--- src/rtl/bool_test_pkg.sv ---
// Shared encodings for the boolean-unit sweep checker and its golden model.
package bool_test_pkg;

  typedef enum logic [1:0] {
    OP_AND = 2'b00,
    OP_OR  = 2'b01,
    OP_XOR = 2'b10,
    OP_NOR = 2'b11
  } op_e;

  typedef enum logic [1:0] {
    IDLE,
    WAIT,
    CHECK,
    DONE
  } state_e;

endpackage

--- src/rtl/bool_golden.sv ---
// Combinational reference for 2-input WIDTH-bit boolean units.
module bool_golden
  import bool_test_pkg::*;
#(
  parameter int unsigned WIDTH = 32
) (
  input  logic [WIDTH-1:0] x,
  input  logic [WIDTH-1:0] y,
  input  op_e              op,
  output logic [WIDTH-1:0] result
);

  always_comb begin
    result = '0;
    case (op)
      OP_AND: result = x & y;
      OP_OR:  result = x | y;
      OP_XOR: result = x ^ y;
      OP_NOR: result = ~(x | y);
      default: result = '0;
    endcase
  end

endmodule

--- config.mk ---
export PLATFORM = sky130hd
export DESIGN_NAME = bool_golden
export DESIGN_NICKNAME = d
export VERILOG_FILES = /design/src/rtl/bool_test_pkg.sv /design/src/rtl/bool_golden.sv
export SDC_FILE = /design/constraint.sdc
export NUM_CORES = 1
export LEC_CHECK = 0
export CAP_MARGIN = 25
export CELL_PAD_IN_SITES_DETAIL_PLACEMENT = 1
export CELL_PAD_IN_SITES_GLOBAL_PLACEMENT = 1
export CORE_ASPECT_RATIO = 1.4
export CORE_UTILIZATION = 28
export DETAILED_ROUTE_END_ITERATION = 12
export PLACE_DENSITY = 0.77
export SYNTH_ARGS = -nofsm -noshare
export SYNTH_HDL_FRONTEND = slang
export SYNTH_SLANG_ARGS = --single-unit
--- constraint.sdc ---
create_clock -name vclk -period 1.2
set_clock_uncertainty 0.2 [all_clocks]
set_input_delay 0.24 -clock vclk [all_inputs]
set_output_delay 0.24 -clock vclk [all_outputs]
set_load 0.02 [all_outputs]
==> flow_summary.yaml, run 1 <==
placed_design:
  port_buffers: 98
  placed_cell_area_um2: 3930
  place_congestion: 0.669
  hpwlAfterDp_um: 4990
die:
  io_pins: 98
  die_w_um: 75.3
  die_area_um2: 7880
  coreArea_um2: 7310
  chipHeight_um: 105
  initial_core_util: 0.288
  row_count: 37
worst_setup_path:
  cp-start-kind: "input pin"
  crit_fanout: 2
  worstPathRequired_ns: 0.76
  slowest_stage: "mux2i_2"
  critPathMaxStageDelay_ns: 0.18
  path_buf_inv: 3
  path_cells: "buf_2 > buf_4 > ha_4 > mux2i_2 > mux2i_2 > buf_4"
  path_delay_family: "buffers and inverters"
  end_kind: "primary output"
  crit_arrival_ns: 1.11
  criticalPathCategory: "in2out"
synth:
  seq_area_frac_synth: 0
  syn-num-nets: 365
  synth_area_leaders: "ha_1, mux2i_1, xor2_1, inv_1, buf_12"
  yosysTopAreaCell: "ha_1"
  syn_area_um2: 2110
  syn_avg_cell_area_um2: 8.96
  netlist.area_leader.share: 0.380
  yosys.cell_types.count: 10
  ys_warn_count: 0
  syn_inst: 235
  synth_common_cells: "ha_1, inv_1, mux2i_1"
min_path:
  min_path_cells: 4
  worstHoldStart: "op[0]"
  hold_path_end: "result[30]"
  hold_path.class: "in2out"
cells_and_area:
  fin_area_um2: 5410
  seq_cells: 0
  area_delta_synth_final_pct: 157
  regArea_um2: 0
  layout-drive-gt1-share: 0.962
  nets: 501
  nClkBuffers: 0
  finalCoreUtilization: 0.740
flow_run:
  maxCapViolations: 0
power:
  cellLeakagePower_nw: 2.19
  finalPower_mw: 2.62
  p_per_area_nw_per_um2: 484
  peakVddDrop_mv: 0.270
drt:
  dr.pass1.iters: 4
  dr.first_iter.drc_count: 66
  drcViolationCount: 0
  wl_per_cell_um: 22.7
  wirelength_um: 10600
  post_drt_via_cell_ratio: 4.57
  vias: 2141
  ant_nets: 0
sta:
  layout_setup_ws_ns: -0.351
  fin_crit_sh: 1.29
  setup-violations-final: 32
  drv_slew: 0
  clock.fmax_mhz: 645
  fin_setup_tns_ns: -9.19
  rsz0062_at_grt: "true"
  worst_pin_slew_ns: 0.215
  fin_crit_ns: 1.55
  hold_slack_ns: 0.796
  hold_violations: 0
  slew_headroom: 0.853
cts:
  hold_buffers: 0
global_routing:
  grt_pass1_vias: 2609
  antenna_found_initial: 2
  grt_usage: 0.246
  grt_overflow: 0
  grt_max_degree: 11
  grt_pass1_wl_um: 14300
run_status:
  violations: "negative setup slack"
  status: "finished with violations"
-- logic make-up after synthesis --
group / synth area share
adders and majority gates: 0.380
buffers and inverters: 0.182
muxes: 0.304
xor gates and xnor gates: 0.133
-- repair_timing --
| action | CTS | global route |
|---|---|---|
| pin swaps | 37 | 11 |
| cloned | 7 | 0 |
| resized for setup | 700 | 51 |
| setup endpoints to repair | 32 | 32 |
| setup buffers | 0 | 0 |
-- through the flow --
| step | setup WS (ns) | cells |
|---|---|---|
| after floorplan | -0.164 | 235 |
| after global placement | -1.15 | 459 |
| after detailed placement | -1.19 | 459 |
| after CTS | -0.295 | 466 |
| after global routing | -0.386 | 468 |
| final | -0.351 | 468 |
-- routing by layer --
metal / global-route usage / part of all wire
met2: 0.506 / 0.60
met5: 0 / 0
met3: 0.0251 / 0.040
met1: 0.259 / 0.33
met4: 0.0251 / 0.031
-- placed cells by master (no fill, tap or decap) --
| master | count |
|---|---|
| diode_2 | 2 |
| buf_6 | 82 |
| mux2i_2 | 4 |
| mux2i_4 | 60 |
| inv_4 | 12 |
| xor2_1 | 1 |
| buf_12 | 4 |
| inv_1 | 2 |
| xor2_4 | 2 |
| buf_16 | 10 |
| ha_4 | 53 |
| buf_8 | 5 |
| ha_1 | 11 |
| buf_4 | 15 |
| buf_2 | 29 |
| inv_2 | 50 |
| xor2_2 | 29 |
-- where the power goes --
part            total (mW)  internal, mW  switching [mW]  leakage (nW)
clock network  0.000000223   0.000000223               0     0.0000127
registers                0             0               0             0
logic                 2.62          1.42            1.20          2.19
total                 2.62          1.42            1.20          2.19
-- area by class of cell --
type                            instances  area, µm²
Tap cell                               97        121
Fill cell                             655       1900
Timing Repair Buffer                  145       1610
Antenna cell                            2       5.00
Multi-Input combinational cell        160       3410
Inverter                               64        270
-- worst max-delay path by stage --
stage / slack, ns / cells past startpoint / from / end
floorplan: -0.16 / 4 / op[1] / result[28]
global placement: -1.15 / 6 / y[9] / result[9]
detailed placement: -1.19 / 6 / y[17] / result[17]
CTS: -0.29 / 5 / op[1] / result[16]
global route: -0.39 / 6 / y[28] / result[28]
finish: -0.35 / 6 / y[28] / result[28]
(Power assumes the default switching activity.)
==> run 2, diff against run 1 <==
--- a/config.mk
+++ b/config.mk
@@ -9,9 +9,9 @@
 export CELL_PAD_IN_SITES_DETAIL_PLACEMENT = 1
 export CELL_PAD_IN_SITES_GLOBAL_PLACEMENT = 1
 export CORE_ASPECT_RATIO = 1.4
-export CORE_UTILIZATION = 28
+export CORE_UTILIZATION = 25
 export DETAILED_ROUTE_END_ITERATION = 12
-export PLACE_DENSITY = 0.77
+export PLACE_DENSITY = 0.69
 export SYNTH_ARGS = -nofsm -noshare
 export SYNTH_HDL_FRONTEND = slang
 export SYNTH_SLANG_ARGS = --single-unit
==> run 2 against run 1 <==
  * The run still ends with negative setup slack left
  * Hold slack got worse by 0.036 ns
  * Critical path depth unchanged
  * Flip-flop and latch count unchanged
  * Utilization decreased by 5.6 points
  * Global-route usage decreased by 4.1 points
  * Count of clock-buffer cells in the layout unchanged
  * Via count decreased by 1.2%
==> flow_summary.yaml, run 2 (synthesized netlist as in run 1, its figures left out) <==
cells_and_area:
  final_common_cell: "buf_6"
  antennaDiodeCount: 0
  nets: 513
  final_cell_mix: "buf_6, mux2i_4, ha_4"
  nClkBuffers: 0
  area_delta_synth_final_pct: 165
  regArea_um2: 0
  layout-drive-gt1-share: 0.966
  fillers: 758
  seq_cells: 0
  finalCoreUtilization: 0.684
  multi_input_area_um2: 3490
drt:
  dr.pass1.iters: 3
  ant_nets: 0
  wl_per_cell_um: 18.0
  post_drt_via_cell_ratio: 4.38
  vias: 2115
  drcViolationCount: 0
  dr.first_iter.drc_count: 40
  wirelength_um: 8700
worst_setup_path:
  path_cells: "buf_4 > inv_2 > ha_4 > mux2i_4 > mux2i_4 > buf_6"
  path_delay_family: "buffers and inverters"
  critical_path.most_common_cell: "mux2i_4"
  crit_start: "x[16]"
  end_kind: "primary output"
  critPathMaxStageDelay_ns: 0.21
  criticalPathCategory: "in2out"
  path_buf_inv: 3
  crit_fanout: 2
  slowest_stage: "ha_4"
  cp_num_cells: 6
  crit_arrival_ns: 1.07
  cp-start-kind: "input pin"
  worstPathRequired_ns: 0.76
  worstSetupEndpoint: "result[16]"
global_routing:
  antenna_found_initial: 0
  grt_overflow: 0
  grt_pass1_wl_um: 14000
  grt_usage: 0.205
  grt_max_degree: 10
  grt_pass1_vias: 2597
placed_design:
  place_congestion: 0.715
  port_buffers: 98
  hpwlAfterDp_um: 5070
  pre_cts_slack_ns: -1.22
power:
  peakVddDrop_mv: 0.244
  cellLeakagePower_nw: 2.25
  p_per_area_nw_per_um2: 466
  p_seq_frac: 0
  pwr-share-clk: 0
  p_int_mw: 1.44
  switching_share: 0.444
  p_switching_mw: 1.15
  p_comb_frac: 1.000
die:
  coreArea_um2: 8150
  io_pins: 98
  row_count: 39
  chipHeight_um: 111
  die_w_um: 79.6
  initial_core_util: 0.258
  die_area_um2: 8800
cts:
  post_cts_buffers: 0
  hold_buffers: 0
sta:
  fin_crit_sh: 1.26
  slew_headroom: 0.869
  setup-violations-final: 32
  worst_pin_slew_ns: 0.193
  rsz0062_at_grt: "true"
  drv_slew: 0
  clock.fmax_mhz: 664
  layout_setup_ws_ns: -0.306
  hold_violations: 0
  fin_crit_ns: 1.51
  hold_slack_ns: 0.759
run_status:
  status: "finished with violations"
  violations: "negative setup slack"
flow_run:
  maxCapViolations: 0
min_path:
  hold_path.class: "in2out"
-- run 2: changes by cell type in the layout (fill, tap and decap cells not counted), sizes merged --
cell | before | now
buf | 145 | 156
clkbuf | 0 | 1
diode | 2 | 0
-- run 2: what timing repair did --
item,in CTS,in global routing
gates resized for setup,721,27
endpoints found under the setup margin,32,32
pin swaps,31,7
cloned,7,1
-- run 2: how the worst min path moves through the flow --
stage	end	slack, ns	cells after the start	startpoint
after floorplan	result[28]	0.52	2	op[0]
after global placement	result[5]	1.18	4	op[0]
after detailed placement	result[5]	1.20	4	op[0]
after CTS	result[2]	0.78	4	op[0]
after global routing	result[2]	0.78	4	op[0]
final	result[2]	0.76	4	op[0]
-- run 2: power by group through the flow --
| stage | Clock (mW) | Combinational (mW) | Sequential, mW |
|---|---|---|---|
| floorplan | 0 | 1.12 | 0 |
| CTS | 0 | 2.49 | 0 |
| global placement | 0 | 1.78 | 0 |
| finish | 0 | 2.60 | 0 |
| detailed placement | 0 | 1.84 | 0 |
| global route | 0 | 2.74 | 0 |
-- run 2: cell type report --
type,instances,share of cell area
Inverter,64,0.0480
Multi-Input combinational cell,160,0.626
Tap cell,102,0.0229
Timing Repair Buffer,157,0.303
-- run 2: stage by stage --
stage / TNS (ns) / std cells / power [mW] / cell area, µm²
6_report: -8.80 / 483 / 2.60 / 5570
3_5_place_dp: -37.17 / 475 / 1.84 / 4030
4_1_cts: -8.43 / 482 / 2.49 / 5420
5_1_grt: -9.59 / 483 / 2.74 / 5570
3_3_place_gp: -36.18 / 475 / 1.78 / 4030
2_1_floorplan: -4.61 / 235 / 1.12 / 2680
-- run 2: metal layers --
metal	track usage	routed length [µm]
met1	0.233	3240
met2	0.414	5100
met3	0.0182	318
met4	0.00727	35
met5	0	0
